==> config.mk <==
export PLATFORM = sky130hd
export DESIGN_NAME = bcd_conv_arbiter_flat
export DESIGN_NICKNAME = d
export VERILOG_FILES = /design/src/rtl/bcd_conv_arbiter_if.sv /design/src/rtl/bcd_conv_arbiter.sv /design/src/flat_wrapper.sv
export SDC_FILE = /design/constraint.sdc
export NUM_CORES = 1
export LEC_CHECK = 0
export BUFFER_PORTS_ARGS = -buffer_cell sky130_fd_sc_hd__buf_2
export CAP_MARGIN = 15
export CORE_MARGIN = 2
export CORE_UTILIZATION = 47
export CTS_BUF_LIST = sky130_fd_sc_hd__clkbuf_16
export DETAILED_ROUTE_END_ITERATION = 12
export PLACE_DENSITY_LB_ADDON = 0.08
export SYNTH_ARGS = -nofsm -noshare
export SYNTH_HDL_FRONTEND = slang
export SYNTH_SLANG_ARGS = --single-unit
==> constraint.sdc <==
create_clock -name clk -period 3.6 [get_ports clk]
set_input_delay 0.36 -clock clk [delete_from_list [all_inputs] [get_ports clk]]
set_output_delay 0.36 -clock clk [all_outputs]
set_load 0.05 [all_outputs]
==> src/rtl/bcd_conv_arbiter_if.sv <==
// Requester-side bus of the shared BCD converter arbiter.
// master = requesters (drive req/val), slave = the arbiter.
interface bcd_conv_arbiter_if;
  logic [1:0] req;
  logic [4:0] val0;
  logic [4:0] val1;
  logic [1:0] gnt;
  logic [1:0] done;
  logic [3:0] tens;
  logic [3:0] ones;
  logic       err;
  logic       busy;

  modport master (
    output req, val0, val1,
    input  gnt, done, tens, ones, err, busy
  );

  modport slave (
    input  req, val0, val1,
    output gnt, done, tens, ones, err, busy
  );
endinterface

==> src/rtl/bcd_conv_arbiter.sv <==
// Round-robin arbiter/sequencer sharing one combinational 5-bit binary-to-BCD
// converter between two requesters: grant, drive converter, capture, respond.
module bcd_conv_arbiter (
  input  logic                  clk,
  input  logic                  rst,
  bcd_conv_arbiter_if.slave     bus,
  output logic [4:0]            cv_in,
  input  logic [3:0]            cv_tens,
  input  logic [3:0]            cv_ones
);

  typedef enum logic [1:0] {IDLE, DRIVE, RESP} state_t;

  state_t     state;
  state_t     state_nxt;
  logic       last;
  logic       cur;
  logic       win;
  logic [4:0] hold;
  logic       err_pending;
  logic [3:0] tens_q;
  logic [3:0] ones_q;

  // Outputs decode only from registers, so nothing combinational leaks from req/val.
  always_comb begin
    state_nxt = state;
    win       = 1'b0;
    bus.gnt   = 2'b00;
    bus.done  = 2'b00;
    bus.err   = 1'b0;
    bus.busy  = 1'b0;
    case (state)
      IDLE: begin
        if (|bus.req) begin
          state_nxt = DRIVE;
          win       = (&bus.req) ? ~last : bus.req[1];
        end
      end
      DRIVE: begin
        state_nxt = RESP;
        bus.gnt   = cur ? 2'b10 : 2'b01;
        bus.busy  = 1'b1;
      end
      RESP: begin
        state_nxt = IDLE;
        bus.done  = cur ? 2'b10 : 2'b01;
        bus.err   = err_pending;
        bus.busy  = 1'b1;
      end
      default: state_nxt = IDLE;
    endcase
  end

  // Reset leaves last=1 so requester 0 wins the first contested grant.
  always_ff @(posedge clk) begin
    if (rst) begin
      state       <= IDLE;
      last        <= 1'b1;
      cur         <= 1'b0;
      hold        <= 5'd0;
      err_pending <= 1'b0;
      tens_q      <= 4'd0;
      ones_q      <= 4'd0;
    end else begin
      state <= state_nxt;
      if (state == IDLE && (|bus.req)) begin
        hold <= win ? bus.val1 : bus.val0;
        last <= win;
        cur  <= win;
      end
      if (state == DRIVE) begin
        tens_q      <= cv_tens;
        ones_q      <= cv_ones;
        err_pending <= (hold > 5'd19);
      end
    end
  end

  assign cv_in    = hold;
  assign bus.tens = tens_q;
  assign bus.ones = ones_q;

endmodule

==> src/flat_wrapper.sv <==
// flat-port wrapper written by rule: the top's interface ports become plain ports
module bcd_conv_arbiter_flat 
  (clk, rst, cv_in, cv_tens, cv_ones, bus_req, bus_val0, bus_val1, bus_gnt, bus_done, bus_tens, bus_ones, bus_err, bus_busy);
  bcd_conv_arbiter_if bus_i ();
  input  logic clk;
  input  logic rst;
  output logic [4:0] cv_in;
  input  logic [3:0] cv_tens;
  input  logic [3:0] cv_ones;
  input wire logic [$bits(bus_i.req)-1:0] bus_req;
  input wire logic [$bits(bus_i.val0)-1:0] bus_val0;
  input wire logic [$bits(bus_i.val1)-1:0] bus_val1;
  output wire logic [$bits(bus_i.gnt)-1:0] bus_gnt;
  output wire logic [$bits(bus_i.done)-1:0] bus_done;
  output wire logic [$bits(bus_i.tens)-1:0] bus_tens;
  output wire logic [$bits(bus_i.ones)-1:0] bus_ones;
  output wire logic [$bits(bus_i.err)-1:0] bus_err;
  output wire logic [$bits(bus_i.busy)-1:0] bus_busy;
  assign bus_i.req = bus_req;
  assign bus_i.val0 = bus_val0;
  assign bus_i.val1 = bus_val1;
  assign bus_gnt = bus_i.gnt;
  assign bus_done = bus_i.done;
  assign bus_tens = bus_i.tens;
  assign bus_ones = bus_i.ones;
  assign bus_err = bus_i.err;
  assign bus_busy = bus_i.busy;
  bcd_conv_arbiter u_core (.clk(clk), .rst(rst), .bus(bus_i), .cv_in(cv_in), .cv_tens(cv_tens), .cv_ones(cv_ones));
endmodule
==> flow_metrics.tcl, run 1 <==
set metrics [dict create \
    status "finished clean" \
    antenna_found_initial 0 \
    drt_iter0_markers 3 \
    power_density_mw_per_mm2 565.7 \
    slowest_stage "ha_1" \
    crit_path_end_kind "primary output" \
    critPathBufInv 2 \
    insertedDiodeCount 0 \
    wl_um 1653 \
    finalCriticalPeriod_ns 1.985 \
    grt_max_degree 19 \
    cts_tree "built" \
    numClockSinks 18 \
    start_util_pct 48.61 \
    syn_nets 111 \
    rrSetupSlack_ns 2.05 \
    cap_violations 0 \
    gr-total-overflow 0 \
    muxShareOfSynthArea_pct 9.861 \
    die_w_um 45.57 \
    power.leakage_nw 0.5348 \
    fillers 152 \
    area_delta_synth_final_pct 34.82 \
    nNetsFinal 152 \
    via_per_inst 5.261 \
    peakVddDrop_mv 0.3425 \
    fin_area_mm2 0.001095 \
    rsz0062_at_grt "false" \
    worst-path-stages 4 \
    required_ns 3.24 \
    coreArea_mm2 0.001670 \
    post_cts_buffers 0 \
    synth_area_leader_cell "dfxtp_1" \
    place_congestion 0.7206 \
    insertion_delay_ns 0.25 \
    worst_pin_slew_ns 0.5398 \
    final_common_cell "buf_2" \
    drive_above_1_share_pct 36.80 \
    synth_compound_area_share_pct 19.41 \
    maxSlewViolCount 0 \
    dp.cells 138 \
    pin_count 41 \
    syn_area_per_cell_um2 9.553 \
    r2r_end "u_core.cv_in[0]" \
    yosysWarnings 0 \
    synthCells 85 \
    track_usage_pct 15.96 \
    cp_data_arrival_time_ns 1.63 \
    worst_hold_startpoint "cv_ones[0]" \
    finalSetupTns_ns 0 \
    postRouteAntennaNets 0 \
    finalCritPeriodShare_pct 55.15 \
    r2r_cells 5 \
    rows 15 \
    numCtsBuffers 3 \
    syn_area_um2 812.0 \
    first_global_vias 537 \
    path_delay_family "adder cells" \
    yosys.area_share.xor_xnor_pct 0 \
    slew_headroom_pct 64.01 \
    cts_max_path_buffers 2 \
    post_cts_resize_count 0 \
    dpl.hpwl_um 1223 \
    min_to "u_core.bus.ones[0]" \
    yosys.area_share.adder_pct 6.163 \
    final-seq-area_um2 360.3 \
    finalSetupViolCount 0 \
    h-tree-depth 1 \
    ys_seq_area_share_pct 44.38 \
    synth_cell_types 23 \
    clockRootBuffer "clkbuf_16" \
    crit_type "reg2out" \
    io_buffer_count 40 \
    synth-simple-area-share_pct 14.33 \
    finalClockSkew_ns 0.002402 \
    multiInputGateArea_um2 404.1 \
    dieArea_mm2 0.002076 \
    critPathLaunchType "flip-flop" \
    grt_pass1_wl_um 2352 \
    critPathMaxStageDelay_ns 0.51 \
    timing.rr.start "u_core.state[0]" \
    crit_chain "inv_1 > ha_1 > nor2b_1 > buf_2" \
    fmaxAchievable_mhz 503.7 \
    drc 0 \
    synthTopCellsByArea "dfxtp_1, mux2i_1, nor2_1, a2111oi_1, ha_1" \
    synth_top_family_by_area "compound AO/OA/AOI/OAI gates" \
    layout_common_cells "buf_2, dfxtp_1, nor2_1" \
    layout.cells.non_filler 142 \
    postPlaceCellArea_mm2 0.001016 \
    finalHoldViolCount 0 \
    worstHoldPathCells 3 \
    die_h_um 45.57 \
    avgRoutedWirePerCell_um 11.64 \
    synth_top_area_share_pct 44.38 \
    dr.pass1.iters 4 \
    hold_path_class "in2reg" \
    total_power_uw 619.3 \
    path_clk_slew_ns 0.05 \
    ys_ff_latch 18 \
    path_max_fanout 12 \
    vias 747 \
    ctsHoldBuffers 0 \
    final_util_pct 65.54 \
]
worst max-delay path by stage:
stage / from / slack (ns) / to
final: u_core.state[1] / 1.61 / bus_gnt[0]
after global routing: u_core.state[1] / 1.49 / bus_gnt[1]
after CTS: u_core.state[1] / 1.59 / bus_gnt[1]
after detailed placement: u_core.state[1] / 1.86 / bus_gnt[1]
after global placement: u_core.state[1] / 1.88 / bus_gnt[1]
after floorplan: u_core.state[1] / 1.69 / bus_gnt[0]
worst min-delay path: stages:
cell     delay, ns
buf_2         0.07
mux2i_1       0.05
nor2_1        0.07
cells in the mapped netlist (all sizes together):
| master | instances |
|---|---|
| nor2b | 2 |
| a32oi | 1 |
| dfxtp | 18 |
| ha | 4 |
| buf | 2 |
| and2 | 3 |
| o21ai | 1 |
| and3 | 1 |
| a2111oi | 10 |
| clkbuf | 2 |
| a21oi | 2 |
| nand3 | 1 |
| a211oi | 1 |
| o31ai | 1 |
| mux2i | 8 |
| nand2 | 1 |
| o211ai | 1 |
| nor2 | 15 |
| nand2b | 1 |
| o21a | 1 |
| a211o | 1 |
| inv | 8 |
routing by layer:
metal	up-vias	global-route usage (%)	part of all wire, %	wire (µm)
met3	2	3.571	6.2	103
met1	329	22.20	49	818
met5	-	0	0	0
met2	32	22.54	43	709
li1	384	-	-	-
met4	0	8.824	1.3	22
state kept, by name (all words and copies together), names as in the netlist:
signal              flops
u_core.err_pending      1
u_core.last             1
u_core.cv_in            5
u_core.bus.tens         4
u_core.state            2
u_core.cur              1
u_core.bus.ones         4
final cells by class:
type	instances	area share, %
Multi-Input combinational cell	55	36.91
Inverter	8	2.743
Sequential cell	18	32.91
Clock buffer	3	6.857
Clock inverter	1	0.3429
Tap cell	17	1.943
Timing Repair Buffer	40	18.29
cell families after synthesis:
family | after synthesis
simple gates | 24
buf+inv | 12
compound gates | 19
fa+ha+maj | 4
flops | 18
mux | 8
report_power, final:
group / switching (mW) / internal [mW]
combinational: 0.118 / 0.0507
sequential: 0.0116 / 0.219
clock: 0.0725 / 0.148
metrics by stage:
| step | worst slack [ns] | hold WS [ns] |
|---|---|---|
| after floorplan | 1.689 | 0.4408 |
| after global placement | 1.882 | 0.4681 |
| after detailed placement | 1.857 | 0.4717 |
| after CTS | 1.588 | 0.3517 |
| after global routing | 1.491 | 0.3581 |
| final | 1.615 | 0.3473 |
Note: power is estimated with default switching activity, not from simulation.
==> run 2: changes to the inputs <==
- CORE_UTILIZATION: 47 -> 43
- clock period: 3.6 -> 2 ns (I/O delays scaled with it)
==> run 2 against run 1 <==
Effect of this change:
- sequential cell count is the same
- hold slack got worse by 0.16 ns
- global-route usage rose by 1.2 points
- combinational power up 83%
- clock-buffer cell count stayed put
- power rose by 79%
- worst setup slack worse by 1.2 ns
- via count shrank 1.2%
- non-clock buffer count is 1 higher
- critical path type unchanged
- largest cell class unchanged
- largest power group unchanged
- highest routed layer unchanged
==> flow_metrics.tcl, run 2 (synthesized netlist as in run 1, its figures left out) <==
set metrics [dict create \
    fin_area_mm2 0.001109 \
    vias 738 \
    die_w_um 47.46 \
    via_per_inst 4.920 \
    pin_count 41 \
    fillers 168 \
    postRouteAntennaNets 0 \
    area_delta_synth_final_pct 36.52 \
    drt_iter0_markers 23 \
    drc 0 \
    power.leakage_nw 0.5384 \
    dpl.hpwl_um 1301 \
    status "finished clean" \
    crit_type "reg2out" \
    avgRoutedWirePerCell_um 11.58 \
    insertedDiodeCount 0 \
    peakVddDrop_mv 0.7181 \
    maxSlewViolCount 0 \
    numClockSinks 18 \
    power_density_mw_per_mm2 999.2 \
    finalHoldViolCount 0 \
    finalSetupTns_ns 0 \
    clockRootBuffer "clkbuf_16" \
    nNetsFinal 153 \
    wl_um 1737 \
    first_global_vias 623 \
    finalCritPeriodShare_pct 79.30 \
    die_h_um 47.46 \
    final_util_pct 63.51 \
    required_ns 1.80 \
    start_util_pct 46.52 \
    ctsHoldBuffers 0 \
    post_cts_resize_count 0 \
    h-tree-depth 1 \
    total_power_mw 1.108 \
    rows 15 \
    grt_pass1_wl_um 2739 \
    numCtsBuffers 3 \
    cts_max_path_buffers 2 \
    final_common_cell "buf_2" \
    coreArea_mm2 0.001745 \
    rsz0062_at_grt "false" \
    path_clk_slew_ns 0.05 \
    crit_path_end_kind "primary output" \
    fmaxAchievable_mhz 630.5 \
    cap_violations 0 \
    io_buffer_count 40 \
    track_usage_pct 17.16 \
    antenna_found_initial 0 \
    path_max_fanout 6 \
    critPathLaunchType "flip-flop" \
    fin_hold_ws_ns 0.1912 \
    place_congestion 0.7706 \
    largest_reg_flops 5 \
    insertion_delay_ns 0.24 \
    drive_above_1_share_pct 37.60 \
    finalClockSkew_ns 0.003413 \
    cp_data_arrival_time_ns 1.39 \
    finalSetupViolCount 0 \
    dieArea_mm2 0.002252 \
    slew_headroom_pct 73.15 \
    dr.pass1.iters 4 \
    layout_common_cells "buf_2, dfxtp_1, nor2_1" \
    post_cts_buffers 0 \
    postPlaceCellArea_mm2 0.001033 \
    hold_path_class "in2reg" \
    finalCriticalPeriod_ns 1.586 \
    cts_tree "built" \
    grt_max_degree 19 \
    worst_pin_slew_ns 0.3927 \
    gr-total-overflow 0 \
]
## run 2: changes by cell type in the layout (fill, tap and decap cells not counted)
cell	before	now
buf_4	0	1
clkinv_1	1	0
## run 2: cell type report
class | count | area (µm²) | area share (%)
sequential | 18 | 360.3 | 32.51
timing repair buffer | 41 | 207.7 | 18.74
multi-input combinational | 55 | 404.1 | 36.46
clock buffer | 3 | 75.07 | 6.772
tap | 25 | 31.28 | 2.822
inverter | 8 | 30.03 | 2.709
## run 2: critical path: stages (launching register included)
cell     delay (ns)
dfxtp_1        0.32
inv_1          0.10
ha_1           0.30
nor2b_1        0.15
buf_2          0.26
## run 2: power breakdown
part,total (mW),internal (mW),switching (mW),leakage (nW)
logic,0.307,0.0938,0.214,0.353
clock network,0.384,0.262,0.122,0.0370
registers,0.416,0.395,0.0211,0.148
## run 2: through the flow
stage,std cells,setup slack [ns]
floorplan,85,0.2494
global placement,147,0.5829
CTS,150,0.3968
global route,150,0.2984
finish,150,0.4141
detailed placement,147,0.5199
## run 2: path summary, 6_finish.rpt
kind | startpoint | end | slack [ns] | depth (start not counted)
setup / recovery | u_core.state[1] | bus_gnt[0] | 0.41 | 4
hold / removal | bus_val1[0] | u_core.cv_in[0] | 0.19 | 3
setup reg to reg | u_core.state[0] | u_core.cv_in[1] | 0.48 | 5
hold reg to reg | u_core.err_pending | u_core.err_pending | 0.48 | 2
## run 2: routing by layer
| metal | vias up | wire (µm) | GRT usage [%] |
|---|---|---|---|
| met5 | - | 0 | 0 |
| met3 | 4 | 113 | 3.396 |
| met4 | 0 | 25 | 8.333 |
| met1 | 322 | 858 | 25.76 |
| li1 | 384 | - | - |
| met2 | 28 | 739 | 23.24 |
==> run 3: changes to the inputs <==
- clock period: 2 -> 1.6 ns (I/O delays scaled with it)
==> run 3 against run 2 <==
Effect of this change:
- final cell count is 0.67% higher
- routed wire length up 15%
- cell area up 2.3%
- clock-buffer cell count stayed put
- clock skew is 0.0014 ns lower
- highest routed layer unchanged
- utilization increased by 1.4 points
- register-to-register slack lost 0.34 ns
- via count increased by 1.6%
- critical path depth unchanged
- critical endpoint unchanged
==> flow_metrics.tcl, run 3 (synthesized netlist as in run 1, its figures left out) <==
set metrics [dict create \
    min_to "u_core.bus.tens[0]" \
    layout_common_cells "buf_2, dfxtp_1, nor2_1" \
    via_per_inst 4.967 \
    coreArea_mm2 0.001745 \
    finalHoldViolCount 0 \
    postPlaceCellArea_mm2 0.001036 \
    crit_path_end_kind "primary output" \
    pwr-share-clk_pct 35.0 \
    rrSetupSlack_ns 0.14 \
    clockRootBuffer "clkbuf_16" \
    power.leakage_nw 0.5408 \
    final_common_cell "buf_2" \
    ctsHoldBuffers 0 \
    finalCritPeriodShare_pct 92.15 \
    h-tree-depth 1 \
    postRouteAntennaNets 0 \
    vias 750 \
    path_clk_slew_ns 0.05 \
    avgRoutedWirePerCell_um 13.22 \
    maxSlewViolCount 0 \
    worstHoldPathCells 3 \
    pin_count 41 \
    pwr-share-seq_pct 36.6 \
    largest_reg_flops 5 \
    peakVddDrop_mv 0.8506 \
    numCtsBuffers 3 \
    cap_violations 0 \
    power_density_mw_per_mm2 1255 \
    finalCriticalPeriod_ns 1.474 \
    fmaxAchievable_mhz 678.2 \
    drc 0 \
    antenna_found_initial 0 \
    switchingPower_uw 473.1 \
    gr-total-overflow 0 \
    io_buffer_count 40 \
    area_delta_synth_final_pct 39.60 \
    slew_headroom_pct 67.45 \
    r2r_end "u_core.cv_in[4]" \
    wl_um 1996 \
    drive_above_1_share_pct 42.06 \
    worst_pin_slew_ns 0.4864 \
    finalSetupViolCount 0 \
    finalSetupTns_ns 0 \
    insertedDiodeCount 0 \
    cts_max_path_buffers 2 \
    start_util_pct 46.52 \
    r2r_cells 5 \
    first_global_vias 683 \
    nNetsFinal 153 \
    track_usage_pct 18.80 \
    cts_tree "built" \
    required_ns 1.44 \
    rows 15 \
    rsz0062_at_grt "false" \
    p_comb_share_pct 28.3 \
    fin_area_mm2 0.001134 \
    place_congestion 0.7511 \
    p_int_uw 949.6 \
    critPathLaunchType "flip-flop" \
    worst_hold_startpoint "cv_tens[0]" \
    path_max_fanout 5 \
    crit_type "reg2out" \
    grt_max_degree 19 \
    status "finished clean" \
    insertion_delay_ns 0.25 \
    dr.pass1.iters 4 \
    dieArea_mm2 0.002252 \
    cp_data_arrival_time_ns 1.31 \
    numClockSinks 18 \
    grt_pass1_wl_um 2898 \
    finalClockSkew_ns 0.001967 \
    dpl.hpwl_um 1375 \
    timing.rr.start "u_core.state[0]" \
    die_h_um 47.46 \
    drt_iter0_markers 7 \
    hold_path_class "in2reg" \
    swShare_pct 33.25 \
    die_w_um 47.46 \
]
[run 3: cell type report]
class                      count  area (µm²)
timing repair buffer          41       207.7
sequential                    18       360.3
inverter                       8       30.03
clock inverter                 1       3.754
tap                           25       31.28
multi-input combinational     55       425.4
clock buffer                   3       75.07
fill                         165       611.8
[run 3: how the worst max path moves through the flow]
stage / start / to / slack, ns
2_1_floorplan: u_core.state[1] / bus_gnt[0] / 0.13
5_1_grt: u_core.state[1] / u_core.cv_in[1] / 0.01
4_1_cts: u_core.state[0] / u_core.cv_in[0] / 0.02
3_5_place_dp: u_core.state[1] / u_core.cv_in[1] / 0.13
6_report: u_core.state[1] / bus_gnt[0] / 0.13
3_3_place_gp: u_core.state[0] / u_core.cv_in[3] / 0.19
[run 3: power groups by stage]
| stage | logic [mW] | clock network, mW | registers [mW] |
|---|---|---|---|
| after floorplan | 0.180 | 0 | 0.639 |
| after global placement | 0.385 | 0 | 0.528 |
| after detailed placement | 0.388 | 0 | 0.530 |
| after CTS | 0.393 | 0.506 | 0.521 |
| after global routing | 0.434 | 0.528 | 0.527 |
| final | 0.403 | 0.499 | 0.521 |
[run 3: repair_timing]
item	in CTS	in global routing
setup endpoints to repair	1	6
setup buffers	0	0
resized for setup	1	6
pin swaps	1	0
gates cloned	0	0
[run 3: critical path: stages, from the launching register on]
cell and delay (ns):
dfxtp_1 0.32, inv_1 0.11, ha_2 0.24, nor2b_2 0.14
buf_2 0.26
[run 3: through the flow]
| step | instances | utilization, % | hold WS (ns) | total power [mW] | worst slack (ns) |
|---|---|---|---|---|---|
| floorplan | 85 | - | 0.2985 | 0.8196 | 0.1320 |
| detailed placement | 147 | 59.35 | 0.4078 | 0.9175 | 0.1251 |
| global placement | 147 | 59.35 | 0.3960 | 0.9129 | 0.1866 |
| CTS | 151 | 63.94 | 0.1515 | 1.420 | 0.02028 |
| finish | 151 | 64.95 | 0.1513 | 1.423 | 0.1256 |
| global route | 151 | 64.95 | 0.1680 | 1.489 | 0.01324 |
[run 3: layer usage]
layer	GRT usage, %	wire, µm
met1	23.15	887
met2	31.08	958
met3	3.396	114
met4	10.00	35
met5	0	0
